### src/rtl/fifo_ptr_ctrl.sv
// Pointer, flag and error controller for a synchronous FIFO built around a 2**ADDR_W entry RAM.
// Request acceptance is combinational; pointers, occupancy, flags and sticky errors are registered.
module fifo_ptr_ctrl #(
   parameter int ADDR_W   = 4,
   parameter int AF_LEVEL = 14,
   parameter int AE_LEVEL = 2
) (
   input  logic              clk,
   input  logic              clr,
   input  logic              push,
   input  logic              pop,
   output logic              wr_en,
   output logic              rd_en,
   output logic [ADDR_W-1:0] wr_addr,
   output logic [ADDR_W-1:0] rd_addr,
   output logic [ADDR_W:0]   occupancy,
   output logic              empty,
   output logic              full,
   output logic              almost_empty,
   output logic              almost_full,
   output logic              overflow,
   output logic              underflow,
   output logic [1:0]        state_o
);

   typedef enum logic [1:0] {
      S_EMPTY   = 2'd0,
      S_PARTIAL = 2'd1,
      S_FULL    = 2'd2
   } state_t;

   localparam logic [ADDR_W:0] DEPTH_M1 = (ADDR_W+1)'((1 << ADDR_W) - 1);
   localparam logic [ADDR_W:0] ONE      = (ADDR_W+1)'(1);
   localparam logic [ADDR_W:0] AF_LVL   = (ADDR_W+1)'(AF_LEVEL);
   localparam logic [ADDR_W:0] AE_LVL   = (ADDR_W+1)'(AE_LEVEL);

   state_t            state_q;
   logic [ADDR_W:0]   wr_ptr_q, wr_ptr_d;
   logic [ADDR_W:0]   rd_ptr_q, rd_ptr_d;
   logic [ADDR_W:0]   occ_q, occ_d;
   logic              empty_q, full_q, ae_q, af_q, ovf_q, udf_q;

   // Acceptance uses the registered flags, so a full FIFO never takes a push even if a pop is
   // issued in the same cycle (and symmetrically for empty).
   assign wr_en = push & ~full_q;
   assign rd_en = pop & ~empty_q;

   always_comb begin
      wr_ptr_d = wr_ptr_q + (ADDR_W+1)'(wr_en);
      rd_ptr_d = rd_ptr_q + (ADDR_W+1)'(rd_en);
      occ_d    = occ_q + (ADDR_W+1)'(wr_en) - (ADDR_W+1)'(rd_en);
   end

   always_ff @(posedge clk or posedge clr) begin
      if (clr) begin
         state_q  <= S_EMPTY;
         wr_ptr_q <= '0;
         rd_ptr_q <= '0;
         occ_q    <= '0;
         empty_q  <= 1'b1;
         full_q   <= 1'b0;
         ae_q     <= 1'b1;
         af_q     <= 1'b0;
         ovf_q    <= 1'b0;
         udf_q    <= 1'b0;
      end else begin
         wr_ptr_q <= wr_ptr_d;
         rd_ptr_q <= rd_ptr_d;
         occ_q    <= occ_d;
         ae_q     <= (occ_d <= AE_LVL);
         af_q     <= (occ_d >= AF_LVL);
         ovf_q    <= ovf_q | (push & full_q);
         udf_q    <= udf_q | (pop & empty_q);
         case (state_q)
            S_EMPTY: begin
               if (wr_en) begin
                  state_q <= S_PARTIAL;
                  empty_q <= 1'b0;
               end
            end
            S_PARTIAL: begin
               if (wr_en && !rd_en && occ_q == DEPTH_M1) begin
                  state_q <= S_FULL;
                  full_q  <= 1'b1;
               end else if (rd_en && !wr_en && occ_q == ONE) begin
                  state_q <= S_EMPTY;
                  empty_q <= 1'b1;
               end
            end
            S_FULL: begin
               if (rd_en) begin
                  state_q <= S_PARTIAL;
                  full_q  <= 1'b0;
               end
            end
            default: begin
               state_q <= S_EMPTY;
               empty_q <= 1'b1;
               full_q  <= 1'b0;
            end
         endcase
      end
   end

   assign wr_addr      = wr_ptr_q[ADDR_W-1:0];
   assign rd_addr      = rd_ptr_q[ADDR_W-1:0];
   assign occupancy    = occ_q;
   assign empty        = empty_q;
   assign full         = full_q;
   assign almost_empty = ae_q;
   assign almost_full  = af_q;
   assign overflow     = ovf_q;
   assign underflow    = udf_q;
   assign state_o      = state_q;

endmodule

### config.mk
export PLATFORM = sky130hd
export DESIGN_NAME = fifo_ptr_ctrl
export DESIGN_NICKNAME = d
export VERILOG_FILES = /design/src/rtl/fifo_ptr_ctrl.sv
export SDC_FILE = /design/constraint.sdc
export NUM_CORES = 1
export LEC_CHECK = 0
export BUFFER_PORTS_ARGS = -buffer_cell sky130_fd_sc_hd__buf_2
export CORE_MARGIN = 3
export CORE_UTILIZATION = 46
export CTS_CLUSTER_DIAMETER = 120
export DETAILED_ROUTE_END_ITERATION = 10
export PLACE_DENSITY = 0.72
export SETUP_SLACK_MARGIN = 0.1
export SKIP_CTS_REPAIR_TIMING = 1
export SLEW_MARGIN = 20
export SYNTH_ARGS = -nofsm -noshare
export SYNTH_HDL_FRONTEND = slang
export SYNTH_SLANG_ARGS = --single-unit
### constraint.sdc
create_clock -name clk -period 2.5 [get_ports clk]
set_clock_uncertainty 0.2 [all_clocks]
set_input_delay 0.625 -clock clk [delete_from_list [all_inputs] [get_ports clk]]
set_output_delay 0.625 -clock clk [all_outputs]
set_load 0.005 [all_outputs]
## Word level (Yosys, flattened, before mapping)

Index checks and enable logic that the tools add are counted.

- Logic and storage cells: 58
- Input port bits: 4
- Register bits: 23
- Output and inout port bits: 23

- Equality and inequality tests: 10
- Reductions and logical operators: 10
- Add/subtract/negate cells: 4
- Bitwise gates (word level): 10
- Mux-type cells: 12
- Order comparisons: 2

Operator list:

| operator | number |
|---|---|
| adder 5 x 1 -> 5 bit | 3 |
| inequality test 2 bit (second input constant) | 5 |
| 2-to-1 mux 2 bit | 4 |
| one-hot mux 1 bit (3 select lines) | 2 |
| one-hot mux 2 bit (3 select lines) | 1 |
| AND reduction 3 bit | 2 |
| equality test 5 x 1 -> 1 bit (second input constant) | 1 |
| equality test 5 x 4 -> 1 bit (second input constant) | 1 |
| >= comparator 5 x 4 -> 1 bit (second input constant) | 1 |
| less-or-equal comparator 5 x 2 -> 1 bit (second input constant) | 1 |
| 2-to-1 mux 1 bit | 5 |
| subtractor 5 x 1 -> 5 bit | 1 |
| bitwise AND 1 bit | 4 |
| logical AND 1 bit | 4 |
| NOT 1 bit | 4 |
| AND reduction 4 bit | 1 |
| inequality test 3 bit (second input constant) | 1 |
| equality test 2 x 1 -> 1 bit (second input constant) | 1 |
| equality test 2 bit (second input constant) | 1 |
| zero test 1 bit | 2 |
| zero test 2 bit | 1 |
| bitwise OR 1 bit | 2 |

## Logic depth before layout (Yosys ltp)

- Depth in word-level cells: 8
- Gate-level depth with buffers: 10
- Mapped depth without buffers: 9

## Least setup slack after synthesis

No wires, ideal clock.

- Path kind: in2reg
- Start: input port pop
- End: register af_q, in the netlist almost_full
- Setup slack: -0.184 ns
- Buffers on the path: 1
- Arrival time: 2.365 ns
- Setup time: 0.120 ns
- Stages: 10
- Required time: 2.180 ns
- Path through: nor2b_2 -> buf_6 -> ha_1 -> inv_1 -> ha_1 -> fa_1 -> a21oi_1 -> o21bai_2 -> xnor2_1 -> a31o_1

- Word-level cells in the longest chain between the ends: 3

Ends and longest elaborated chain:

| item | RTL line | source |
|---|---|---|
| start: declaration | 11 | `input logic pop,` |
| bitwise AND 1 bit | 46 | `assign rd_en = pop & ~empty_q;` |
| via rd_en | 13 | `output logic rd_en,` |
| subtractor 5 x 1 -> 5 bit | 51 | `occ_d = occ_q + (ADDR_W+1)'(wr_en) - (ADDR_W+1)'(rd_en);` |
| via occ_d[4] | 40 | `logic [ADDR_W:0] occ_q, occ_d;` |
| >= comparator 5 x 4 -> 1 bit | 71 | `af_q <= (occ_d >= AF_LVL);` |
| end signal: assignment | 71 |  |
| end: declaration | 41 | `logic empty_q, full_q, ae_q, af_q, ovf_q, udf_q;` |

The timed path passes the listed nets, and every way through them passes these cells.
A chain may end at the register's enable or synchronous reset.

## Worst setup path in the final report

- Start: register empty_q, in the netlist empty
- End: register ae_q, in the netlist almost_empty

- Word-level cells in the longest chain between the ends: 4

Ends and longest elaborated chain:

| item | RTL line | source |
|---|---|---|
| start: declaration | 41 |  |
| start signal: assignment | 60 | `empty_q <= 1'b1;` |
| start signal: assignment | 78 | `empty_q <= 1'b0;` |
| start signal: assignment | 87 | `empty_q <= 1'b1;` |
| NOT 1 bit | 46 |  |
| bitwise AND 1 bit | 46 |  |
| subtractor 5 x 1 -> 5 bit | 51 |  |
| via occ_d[4] | 40 |  |
| less-or-equal comparator 5 x 2 -> 1 bit | 70 | `ae_q <= (occ_d <= AE_LVL);` |
| end signal: assignment | 70 |  |
| end: declaration | 41 |  |

The timed path passes the listed nets, and every way through them passes these cells.

==> impl_results.md <==
- Ratio of cells with drive above 1 in the final layout: 0.422
- # diodes: 0
- R2R Path End: almost_empty
- DRT Wirelength: 1830 um
- CTS Buf Count: 3
- Peak supply drop: 826 uV
- Most used cell, CP: ha_4
- Max FO, Critical Path: 3
- Post-synth top area cell: dfrtp_1
- Root buf cell: clkbuf_4
- Cells after Synth: 84
- Leak pwr: 0.631 nW
- Via count: 697
- FMAX: roughly 430 MHz
- Global placement routability congestion: 0.821
- Mapped Avg Cell Area: 12.2 sq um
- CTS tree: yes
- Final Setup Violations: 0
- Nets: roughly 130
- Synth unique cells: 30
- Worst slew pin tran: 0.768 ns
- Design area: 0.00127 sq mm
- Synth Cell Area: 0.00103 sq mm
- Vias in the first global route: 730
- DRC: 0
- Tot GR Track Use: 0.161
- CP Class: reg2reg
- Die Area: ~0.0028 sq mm
- CP Cell Sequence: nor2b_4 > ha_4 > inv_2 > ha_4 > fa_2 > a21oi_2 > o21bai_2 > xnor2_2 > a2111oi_2
- Routed WL per cell: 12.8 um
- Fin crit share: 0.934
- Critical path origin: empty
- Final Max Tran Viols: 0
- Placed cell area: 0.00124 sq mm
- Number of synthesized register bits: 21
- Post-synthesis sequential area ratio: 0.514
- Hold Vio Cnt, Final: 0
- Setup WS pre-CTS: -0.129 ns
- Starting DRC count in detailed routing: 4
- Clock Sinks: 21
- Synth warn: 0
- Pwr dens: 1430 mW/mm^2
- Unrepaired setup endpoints after global routing: yes
- Slew margin rel.: 0.488
- Initial antenna violation count: 0
- Top Family by Delay on Critical Path: adder cells
- DRT Pass-1 Iters: 3
- Clk_lat worst skew: 0.30 ns
- CP required: about 2.5 ns
- P&R area growth vs syn: 24.0%
- Vias per cell: 4.87
- DP HPWL: 1440 um
- Critical Path Max Stage Delay: 0.57 ns
- Slowest CP cell: dfstp_2
- R2R setup slack: 0.17 ns
- Status: completed
- Core box area: 0.00204 sq mm
- Port bufs: 26
- Crit path time final: 2.33 ns
- Power after layout: approximately 0.0018 W
- Largest net degree at the start of global routing: 22
- Starting Density: 0.503
- H-tree lvl count: 1
- Fill cell count: 187
- Max Cap Viol: 0
- Setup crit end kind: flop
- Setup crit start kind: flop
- Antenna-violating nets left: 0
- Worst path depth: 9
- I/O pins: 27
- Reg2Reg Depth: 9
- R2R Path Start: empty
- First-pass GRT wire length: around 3200 um
- Die span in y: 53.3 um
- Data arrival, critical path: 2.35 ns
- Top post-synthesis cells by area: dfrtp_1 46%, ha_1 12%, dfstp_2 5.1%
- Worst Setup Slack, final: 0.166 ns
- Hold crit path type: in2async
- Synth top area share: 0.463
- Crit path to: almost_empty
- FP Rows: 16
- Clock transition at path regs: 0.12 ns
- Max Root-Sink Buffers: 2
- Net Count, Synth: 99
- Worst path bufs/invs: 1
- Die X: ~53 um
- GRT overflow: 0
final cells by class:
cell class,instances,area [sq um],share of cell area
multi-input combinational,54,502,0.394
sequential,21,528,0.415
clock inverter,1,5.00,0.00393
tap,27,33.8,0.0265
clock buffer,3,22.5,0.0177
timing repair buffer,29,153,0.120
inverter,8,30.0,0.0236
synthesized netlist by cell type, drive strengths merged:
| cell type | n |
|---|---|
| a21o | 3 |
| dfstp | 2 |
| nand2 | 6 |
| and4bb | 1 |
| o21ai | 1 |
| buf | 1 |
| o22ai | 1 |
| a2111oi | 1 |
| xor2 | 6 |
| nand3 | 3 |
| a31o | 1 |
| and2 | 1 |
| xnor2 | 3 |
| nor3 | 2 |
| ha | 10 |
| nand4b | 1 |
| nor2 | 4 |
| fa | 1 |
| a21oi | 3 |
| o21a | 1 |
| nor2b | 2 |
| inv | 8 |
| nand2b | 1 |
| a211oi | 1 |
| o21bai | 1 |
| dfrtp | 19 |
worst min path at each step:
stage | endpoint | slack (ns) | cells past startpoint
2_1_floorplan | overflow | 0.25 | 1
3_3_place_gp | overflow | 0.23 | 1
3_5_place_dp | underflow | 0.24 | 1
4_1_cts | occupancy[1] | 0.25 | 2
5_1_grt | rd_ptr_q[1] | 0.29 | 2
6_report | rd_ptr_q[2] | 0.24 | 2
where the power goes:
part	leakage, nW	total [W]	internal, W	switching (W)
sequential	0.239	0.000647	0.000513	0.000134
combinational	0.374	0.00102	0.000505	0.000510
clock	0.0177	0.000164	0.0000597	0.000104
through the flow:
stage / setup TNS (ns) / hold WS (ns) / util / instances
2_1_floorplan: -0.0453 / 0.251 / - / 84
3_3_place_gp: -0.105 / 0.235 / 0.607 / 138
3_5_place_dp: -0.235 / 0.241 / 0.607 / 138
4_1_cts: 0 / 0.255 / 0.620 / 142
5_1_grt: 0 / 0.285 / 0.624 / 143
6_report: 0 / 0.237 / 0.624 / 143
logic make-up (layout without fill, tap and decap cells):
| kind of cell | after synthesis | count (layout) | synth area share |
|---|---|---|---|
| fa+ha+maj | 11 | 11 | 0.141 |
| buf+inv | 9 | 41 | 0.0402 |
| xor+xnor | 9 | 9 | 0.0914 |
| flops | 21 | 21 | 0.514 |
| compound gates | 13 | 13 | 0.0999 |
| simple gates | 21 | 21 | 0.113 |
state kept, by name, summed over array words and instances, names as in the netlist:
| name | flops |
|---|---|
| almost_empty | 1 |
| almost_full | 1 |
| empty | 1 |
| full | 1 |
| occupancy | 5 |
| overflow | 1 |
| rd_ptr_q | 4 |
| state_o | 2 |
| underflow | 1 |
| wr_ptr_q | 4 |
layer usage:
metal	up-vias	GRT usage	routed length, um
li1	346	-	-
met1	332	0.190	813
met2	17	0.269	910
met3	2	0.0338	81
met4	0	0.0894	26
met5	-	0	0
cell usage in the layout (no fill, tap or decap), drive strengths merged:
cell	n
a2111oi	1
a211oi	1
a21o	3
a21oi	3
a31o	1
and2	1
and4bb	1
buf	29
clkbuf	3
clkinv	1
dfrtp	19
dfstp	2
fa	1
ha	10
inv	8
nand2	6
nand2b	1
nand3	3
nand4b	1
nor2	4
nor2b	2
nor3	2
o21a	1
o21ai	1
o21bai	1
o22ai	1
xnor2	3
xor2	6
No activity file was read; power rests on OpenSTA's default activity.
